===== src/rtl/weighted_sum.sv =====
// weighted_sum: streaming N-input MAC of Q0.8 activations by Q8.8 weights plus bias, saturated to Q8.8
module weighted_sum #(
  parameter int N = 4
) (
  input  logic                     clk,
  input  logic                     rst_n,
  input  logic                     wgt_we,
  input  logic [$clog2(N+1)-1:0]   wgt_addr,
  input  logic [15:0]              wgt_data,
  input  logic                     arg_valid,
  output logic                     arg_ready,
  input  logic [7:0]               arg_data,
  output logic                     res_valid,
  input  logic                     res_ready,
  output logic [15:0]              res_data
);
  localparam int AW = $clog2(N+1);
  localparam int ACC_W = 25 + $clog2(N) + 1;
  localparam int SW = ACC_W + 1;

  typedef enum logic {ACC, OUT} state_t;

  state_t                  state_q, state_d;
  logic [AW-1:0]           cnt_q, cnt_d;
  logic signed [ACC_W-1:0] acc_q, acc_d, acc_nx;
  logic [15:0]             res_q, res_d;
  logic signed [15:0]      w_q [N+1];
  logic signed [24:0]      prod;
  logic signed [SW-1:0]    sum;
  logic [15:0]             sat;
  logic                    hs, last;

  assign hs        = arg_valid & (state_q == ACC);
  assign last      = cnt_q == AW'(N-1);
  assign prod      = $signed({1'b0, arg_data}) * w_q[cnt_q];
  assign acc_nx    = acc_q + {{(ACC_W-25){prod[24]}}, prod};
  assign sum       = {acc_nx[ACC_W-1], acc_nx} + {{(SW-24){w_q[N][15]}}, w_q[N], 8'h00};
  assign sat       = (&sum[SW-1:23] | ~|sum[SW-1:23]) ? sum[23:8] : (sum[SW-1] ? 16'h8000 : 16'h7fff);
  assign arg_ready = rst_n & (state_q == ACC);
  assign res_valid = state_q == OUT;
  assign res_data  = res_q;

  // weight file (0..N-1) and bias (N), writable in any state; out-of-range addresses dropped
  always_ff @(posedge clk or negedge rst_n) begin
    if (!rst_n) begin
      for (int i = 0; i <= N; i++) w_q[i] <= '0;
    end else if (wgt_we && wgt_addr <= AW'(N)) begin
      w_q[wgt_addr] <= wgt_data;
    end
  end

  // state, counter, accumulator and latched result registers
  always_ff @(posedge clk or negedge rst_n) begin
    if (!rst_n) begin
      state_q <= ACC;
      cnt_q   <= '0;
      acc_q   <= '0;
      res_q   <= '0;
    end else begin
      state_q <= state_d;
      cnt_q   <= cnt_d;
      acc_q   <= acc_d;
      res_q   <= res_d;
    end
  end

  // accumulate on each handshake; the Nth one latches the saturated result and clears the accumulator
  always_comb begin
    state_d = state_q;
    cnt_d   = cnt_q;
    acc_d   = acc_q;
    res_d   = res_q;
    if (hs) begin
      state_d = last ? OUT : ACC;
      cnt_d   = last ? '0 : cnt_q + AW'(1);
      acc_d   = last ? '0 : acc_nx;
      res_d   = last ? sat : res_q;
    end
    if (state_q == OUT && res_ready) state_d = ACC;
  end
endmodule


===== config.mk =====
export PLATFORM = sky130hd
export DESIGN_NAME = weighted_sum
export DESIGN_NICKNAME = d
export VERILOG_FILES = /design/src/rtl/weighted_sum.sv
export SDC_FILE = /design/constraint.sdc
export NUM_CORES = 1
export LEC_CHECK = 0
export CAP_MARGIN = 20
export CELL_PAD_IN_SITES_DETAIL_PLACEMENT = 0
export CELL_PAD_IN_SITES_GLOBAL_PLACEMENT = 1
export CORE_MARGIN = 2
export CORE_UTILIZATION = 50
export DETAILED_ROUTE_END_ITERATION = 8
export PLACE_DENSITY_LB_ADDON = 0.1
export SYNTH_ARGS = -nofsm -noshare
export SYNTH_HDL_FRONTEND = slang
export SYNTH_SLANG_ARGS = --single-unit

===== constraint.sdc =====
create_clock -name clk -period 12.3 [get_ports clk]
set_clock_uncertainty 0.2 [all_clocks]
set_input_delay 3.075 -clock clk [delete_from_list [all_inputs] [get_ports clk]]
set_output_delay 3.075 -clock clk [all_outputs]
set_load 0.005 [all_outputs]

==> results of run 1 <==
==> sequential cells by signal (all words and copies together), names as in the netlist <==
signal,cells
acc_q,28
cnt_q,3
res_data,16
res_valid,1
w_q,80
==> layer usage <==
metal / global-route usage / vias up / wire [µm]
met5: 0 / - / 0
met4: 0.0547 / 0 / 408
met3: 0.0292 / 25 / 739
met2: 0.418 / 133 / 15400
met1: 0.357 / 4988 / 15100
li1: - / 4658 / -
==> critical path, delay by kind of cell <==
family	cells	cell delay (ns)
AOI/OAI and AO/OA	15	3.33
xor gates and xnor gates	2	0.29
adders and majority gates	7	2.82
buffers and inverters	5	1.07
and+or+nand+nor	5	1.37
==> path summary, 6_finish.rpt <==
check | startpoint | to | cells past startpoint
worst max register to register | cnt_q[0]$_DFFE_PN0P_ | res_data[5]$_DFFE_PN0P_ | 36
worst max-delay path | arg_data[0] | res_data[5]$_DFFE_PN0P_ | 34
worst min-delay path | acc_q[7]$_DFFE_PN0P_ | acc_q[7]$_DFFE_PN0P_ | 2
worst min register to register | acc_q[7]$_DFFE_PN0P_ | acc_q[7]$_DFFE_PN0P_ | 2
max in group asynchronous | rst_n | w_q[36]$_DFFE_PN0P_ | 2
min in group asynchronous | rst_n | acc_q[5]$_DFFE_PN0P_ | 1
==> Yosys cell counts (10+ instances only) <==
library cell,number
a22o_1,15
o21ai_1,10
o22ai_1,15
a21o_1,18
mux2_2,80
a21oi_1,49
nand2b_1,19
nor2b_1,17
nor3_1,18
inv_1,174
xor2_1,20
and2_1,69
o21a_1,10
nand3_1,16
ha_1,103
o21ai_0,32
a221o_1,16
mux2i_1,26
fa_1,104
xnor2_1,37
nor2_1,54
dfrtp_1,128
a31oi_1,11
nand2_1,94
clkbuf_1,32
==> logic make-up after synthesis <==
family / Yosys count / share of synthesized area
adders and majority gates: 207 / 0.266
AOI/OAI and AO/OA: 256 / 0.144
buffers and inverters: 216 / 0.0667
xor gates and xnor gates: 57 / 0.0393
muxes: 110 / 0.0986
DFF: 128 / 0.252
and+or+nand+nor: 330 / 0.133
==> metrics by stage <==
stage / area, µm² / util / cells / hold WS (ns) / worst slack (ns)
2_1_floorplan: 12700 / - / 1304 / 0.255 / 0.857
3_3_place_gp: 13900 / 0.554 / 1700 / 0.272 / -0.0799
3_5_place_dp: 13900 / 0.554 / 1700 / 0.286 / -0.140
4_1_cts: 14400 / 0.577 / 1732 / 0.298 / 0.258
5_1_grt: 14500 / 0.578 / 1734 / 0.321 / 0.00731
6_report: 14500 / 0.578 / 1734 / 0.293 / 0.477
==> what timing repair did <==
action | in CTS | in global routing
endpoints found under the setup margin | 0 | 15
gates resized for setup | 0 | 4
hold endpoints to repair | 0 | 0
setup buffers | 0 | 1
==> final cells by class <==
class	instances	area, µm²
fillers	2303	10600
multi-input cells	960	8660
flip-flops and latches	128	3200
repair buffers	110	957
inverters	174	653
clock buffers	19	443
well taps	330	413
clock inverters	13	141
==> results_tabular.tex, run 1 <==
\begin{tabular}{lr}
\hline
Metric & Value \\
\hline
\multicolumn{2}{l}{\textbf{Timing}} \\
\quad Portion of the clock cycle consumed by the worst path in the final layout & 0.961 \\
\quad Final setup fails & 0 \\
\quad Slew at the pin closest to its max-slew limit & 1.06 ns \\
\quad Setup TNS after final layout & 0 ns \\
\quad RSZ-0062 raised after global routing & no \\
\quad Upper clock frequency limit & 84.6 MHz \\
\quad Max transition margin & 0.291 \\
\quad Hold violation total from the final report & 0 \\
\quad Min Clock Period, post-route & about 12 ns \\
\quad Max-slew violation total from the final report & 0 \\
\multicolumn{2}{l}{\textbf{Setup path}} \\
\quad Register-to-register path setup slack & around 1.6 ns \\
\quad Maximum fanout count along the critical path & 9 \\
\quad Crit path kind & in2reg \\
\quad Crit end category & flop \\
\quad Slowest CP cell & clkdlybuf4s50\_1 \\
\quad Most frequent cell on the critical path & fa\_1 \\
\quad CP max stage delay & 0.72 ns \\
\quad Worst EP required & about 12 ns \\
\quad Kind of start point of the critical path & input port \\
\quad Crit path arrival time & roughly 12 ns \\
\multicolumn{2}{l}{\textbf{Synthesis}} \\
\quad Net count after synthesis & around 1,500 \\
\quad Leading area contributor after synthesis & dfrtp\_1 \\
\quad Yosys reg bits & about 130 \\
\quad Most instantiated flip-flop cell in the synthesis netlist & dfrtp\_1 \\
\quad Post-Syn Area per Cell & just under 10 µm² \\
\quad Share of the synthesized area in the top cell type & 0.252 \\
\quad Number of enable flip-flop cells after synthesis & 0 \\
\quad Synth area leaders & dfrtp\_1 (25\%), fa\_1 (16\%), ha\_1 (10\%) \\
\quad Synthesis warning total & 0 \\
\quad Mapped cell area & roughly 13,000 µm² \\
\quad Share of async-settable or async-resettable flops after synthesis & 1.00 \\
\quad Unique masters post-synth & 79 \\
\quad Share of the yosys chip area belonging to registers & 0.252 \\
\quad Gate count after technology mapping & around 1,300 \\
\multicolumn{2}{l}{\textbf{Global routing}} \\
\quad Vias in the first global route & approximately 10,000 \\
\quad Grt total ovfl & 0 \\
\quad Global-route wire length before repair & roughly 53,000 µm \\
\quad Initial antenna violation count & 2 \\
\quad Maximum number of pins on one net before global-route repair & 73 \\
\quad Overall Global Routing Usage & 0.252 \\
\multicolumn{2}{l}{\textbf{Clock network}} \\
\quad Hold buffers post-CTS & 0 \\
\quad Clock buffers created by TritonCTS & 17 \\
\quad Count of clock tree sinks & 128 \\
\quad Clock root buffer & clkbuf\_16 \\
\quad Clk\_lat worst skew & $\sim$0.44 ns \\
\quad Maximum buffer depth of the clock tree & 2 \\
\quad CTS tree & yes \\
\quad H-Tree Level Count & 4 \\
\quad CTS clk-pin slew, worst paths & roughly 0.07 ns \\
\multicolumn{2}{l}{\textbf{Min path}} \\
\quad Type of the tightest min-delay check & reg2reg \\
\multicolumn{2}{l}{\textbf{Die}} \\
\quad Placeable core region & 25,000 µm² \\
\quad Die Wd & $\sim$160 µm \\
\quad FP Rows & slightly below 60 \\
\quad Die height & roughly 160 µm \\
\quad I/O Pins & 50 \\
\quad Initial Utilization & 0.507 \\
\quad Die ar. & 26,700 µm² \\
\multicolumn{2}{l}{\textbf{Drt}} \\
\quad Final routed wirelength across all metal layers & 31,600 µm \\
\quad Violation count after the first detailed-route iteration & between 500 and 600 \\
\quad DR WL/cell & approximately 18 µm \\
\quad First-pass iteration count of the detailed router & 5 \\
\quad Number of routed nets with antenna violations & 0 \\
\quad Vias & between 9,000 and 10,000 \\
\quad \# DRC & 0 \\
\quad Per-cell via count in the routed design & 5.65 \\
\multicolumn{2}{l}{\textbf{Place}} \\
\quad Routability-driven placement congestion ratio & around 0.84 \\
\quad Quantity of I/O buffers inserted on ports & slightly below 50 \\
\quad Detailed placement HPWL & approximately 24,000 µm \\
\multicolumn{2}{l}{\textbf{Final layout}} \\
\quad \# nets final & 1,630 \\
\quad Leading cell types in the layout, fill and taps excluded & inv\_1 (174), dfrtp\_1 (128), fa\_1 (104) \\
\quad Most common cell after layout, fill and taps aside & inv\_1 \\
\quad Fraction of layout cells with a size suffix above 1 & 0.143 \\
\quad Area growth, synth to finish & 14.0\% \\
\quad Final antenna diode count & 0 \\
\multicolumn{2}{l}{\textbf{Flow run}} \\
\quad Count of maximum capacitance violations & 0 \\
\multicolumn{2}{l}{\textbf{Status}} \\
\quad Status & complete, no violations \\
\hline
\end{tabular}
Power of run 1 is left out: the tool's default activity adds up to more than one toggle a clock period on the data nets, which glitch-free logic cannot reach.
==> run 2, diff against run 1 <==
--- a/config.mk
+++ b/config.mk
@@ -9,9 +9,10 @@
 export CELL_PAD_IN_SITES_DETAIL_PLACEMENT = 0
 export CELL_PAD_IN_SITES_GLOBAL_PLACEMENT = 1
 export CORE_MARGIN = 2
-export CORE_UTILIZATION = 50
+export CORE_UTILIZATION = 38
 export DETAILED_ROUTE_END_ITERATION = 8
 export PLACE_DENSITY_LB_ADDON = 0.1
+export RECOVER_POWER = 50
 export SYNTH_ARGS = -nofsm -noshare
 export SYNTH_HDL_FRONTEND = slang
 export SYNTH_SLANG_ARGS = --single-unit
==> results_tabular.tex, run 2 (synthesized netlist as in run 1, its figures left out) <==
\begin{tabular}{lr}
\hline
Metric & Value \\
\hline
\multicolumn{2}{l}{\textbf{Clock network}} \\
\quad Clock buffers created by TritonCTS & 17 (unchanged) \\
\quad Clock root buffer & clkbuf\_16 (unchanged) \\
\quad Maximum buffer depth of the clock tree & 2 (unchanged) \\
\quad Count of clock tree sinks & 128 (unchanged) \\
\quad Hold buffers post-CTS & 0 (unchanged) \\
\quad H-Tree Level Count & 4 (unchanged) \\
\quad Total of cells resized after clock tree synthesis & 0 (unchanged) \\
\quad Clk\_lat worst skew & 0.44 ns (about the same) \\
\quad Post-CTS setup-driven buffer insertion count & 0 (unchanged) \\
\quad CTS clk-pin slew, worst paths & 0.07 ns (about the same) \\
\quad CTS tree & yes (unchanged) \\
\multicolumn{2}{l}{\textbf{Setup path}} \\
\quad Crit path arrival time & 11.88 ns (was 11.94 ns) \\
\quad Most frequent cell on the critical path & fa\_1 (unchanged) \\
\quad Crit end category & flop (unchanged) \\
\quad CP max stage delay & 0.53 ns (was 0.72 ns) \\
\quad Slowest CP cell & fa\_1 (was clkdlybuf4s50\_1) \\
\quad Maximum fanout count along the critical path & 16 (was 9) \\
\quad Worst EP required & 12.41 ns (about the same) \\
\quad Crit path kind & in2reg (unchanged) \\
\quad Kind of start point of the critical path & input port (unchanged) \\
\multicolumn{2}{l}{\textbf{Drt}} \\
\quad Per-cell via count in the routed design & 5.19 (was 5.65) \\
\quad DR WL/cell & 17.9 µm (was 18.2 µm) \\
\quad First-pass iteration count of the detailed router & 5 (unchanged) \\
\quad Vias & 9,662 (was 9,804) \\
\quad Final routed wirelength across all metal layers & 33,300 µm (was 31,600 µm) \\
\quad Violation count after the first detailed-route iteration & 444 (was 578) \\
\quad \# DRC & 0 (unchanged) \\
\quad Number of routed nets with antenna violations & 0 (unchanged) \\
\multicolumn{2}{l}{\textbf{Final layout}} \\
\quad Leading cell types in the layout, fill and taps excluded & inv\_1 (174), dfrtp\_1 (128), fa\_1 (104) (unchanged) \\
\quad Max reg flops & 80 (unchanged) \\
\quad Final antenna diode count & 0 (unchanged) \\
\quad Fraction of layout cells with a size suffix above 1 & 0.151 (was 0.143) \\
\quad Area growth, synth to finish & 16.1\% (was 14.0\%) \\
\quad \# nets final & 1,647 (was 1,630) \\
\quad Most common cell after layout, fill and taps aside & inv\_1 (unchanged) \\
\quad Register containing the most flip-flops in the final layout & w\_q (unchanged) \\
\quad Fillers & 3,250 (was 2,303) \\
\multicolumn{2}{l}{\textbf{Timing}} \\
\quad Final setup fails & 0 (unchanged) \\
\quad Hold violation total from the final report & 0 (unchanged) \\
\quad Portion of the clock cycle consumed by the worst path in the final layout & 0.956 (was 0.961) \\
\quad Min Clock Period, post-route & 11.76 ns (was 11.82 ns) \\
\quad Max-slew violation total from the final report & 163 (was 0) \\
\quad Upper clock frequency limit & 85.0 MHz (was 84.6 MHz) \\
\quad RSZ-0062 raised after global routing & no (unchanged) \\
\quad Max transition margin & -2.03 (was 0.291) \\
\quad Slew at the pin closest to its max-slew limit & 4.54 ns (was 1.06 ns) \\
\quad Crit path setup slack, layout & 0.536 ns (was 0.477 ns) \\
\multicolumn{2}{l}{\textbf{Flow run}} \\
\quad Count of maximum capacitance violations & 3 (was 0) \\
\multicolumn{2}{l}{\textbf{Die}} \\
\quad Placeable core region & 32,700 µm² (was 25,000 µm²) \\
\quad Die ar. & 34,900 µm² (was 26,700 µm²) \\
\quad Initial Utilization & 0.388 (was 0.507) \\
\quad Die height & 187 µm (was 163 µm) \\
\quad FP Rows & 66 (was 58) \\
\quad I/O Pins & 50 (unchanged) \\
\quad Die Wd & 187 µm (was 163 µm) \\
\multicolumn{2}{l}{\textbf{Status}} \\
\quad Status & complete, but fails checks (was complete, no violations) \\
\quad Failing checks & max-capacitance violations, max-slew violations \\
\multicolumn{2}{l}{\textbf{Global routing}} \\
\quad Grt total ovfl & 0 (unchanged) \\
\quad Global-route wire length before repair & 54,800 µm (was 52,700 µm) \\
\quad Initial antenna violation count & 0 (was 2) \\
\quad Vias in the first global route & 9,982 (was 10,000) \\
\quad Maximum number of pins on one net before global-route repair & 78 (was 73) \\
\quad Overall Global Routing Usage & 0.199 (was 0.252) \\
\multicolumn{2}{l}{\textbf{Place}} \\
\quad Detailed placement HPWL & 25,900 µm (was 24,300 µm) \\
\quad Worst Setup Slack post-DPL & -0.00907 ns (was -0.140 ns) \\
\quad Quantity of I/O buffers inserted on ports & 49 (unchanged) \\
\quad Routability-driven placement congestion ratio & 0.801 (was 0.838) \\
\multicolumn{2}{l}{\textbf{Min path}} \\
\quad Type of the tightest min-delay check & reg2reg (unchanged) \\
\hline
\end{tabular}
run 2: cell count changes in the layout (fill, tap and decap cells not counted), moves of 2 or more:
cell	change
buf_4	+14
clkbuf_1	+3
clkdlybuf4s50_1	-4
o21ai_1	+2
o21ai_0	-2
clkinv_4	-2
dlygate4sd3_1	+4
inv_8	+4
run 2: worst max-delay path: cells and delay by family:
kind                       cells  cell delay [ns]
xor gates and xnor gates       2             0.31
adders and majority gates      7             2.80
buffers and inverters          6             1.01
AOI/OAI and AO/OA             14             2.92
and+or+nand+nor                6             1.74
run 2: final timing paths:
path | start | end | slack [ns] | cells after the start
worst max-delay path | arg_data[1] | res_data[4]$_DFFE_PN0P_ | 0.54 | 35
worst min-delay path | acc_q[2]$_DFFE_PN0P_ | acc_q[2]$_DFFE_PN0P_ | 0.29 | 2
worst max register to register | cnt_q[2]$_DFFE_PN0P_ | res_data[4]$_DFFE_PN0P_ | 1.71 | 35
worst min register to register | acc_q[2]$_DFFE_PN0P_ | acc_q[2]$_DFFE_PN0P_ | 0.29 | 2
max in group asynchronous | rst_n | acc_q[21]$_DFFE_PN0P_ | 3.59 | 2
min in group asynchronous | rst_n | acc_q[5]$_DFFE_PN0P_ | 4.04 | 1
run 2: metrics by stage:
stage	cells	TNS, ns	cell area [µm²]	hold WS (ns)	utilization
CTS	1863	0	14700	0.298	0.451
global route	1863	0	14700	0.317	0.451
detailed placement	1831	-0.0295	14100	0.282	0.433
global placement	1831	0	14100	0.274	0.433
finish	1863	0	14700	0.290	0.451
floorplan	1304	0	12700	0.255	-
run 2: per-layer routing:
layer,share of wire,global-route usage,routed length (µm)
met3,0.025,0.0241,826
met1,0.48,0.272,16000
met5,0,0,0
met4,0.0058,0.0336,194
met2,0.49,0.342,16300
run 2: cell type report:
cell class / count / area, µm² / area share
multi-input combinational: 960 / 8670 / 0.588
sequential: 128 / 3200 / 0.217
timing repair buffer: 127 / 1070 / 0.0724
inverter: 174 / 653 / 0.0443
tap: 442 / 553 / 0.0375
clock buffer: 17 / 425 / 0.0289
clock inverter: 15 / 165 / 0.0112
Power of run 2 is left out for the same reason.
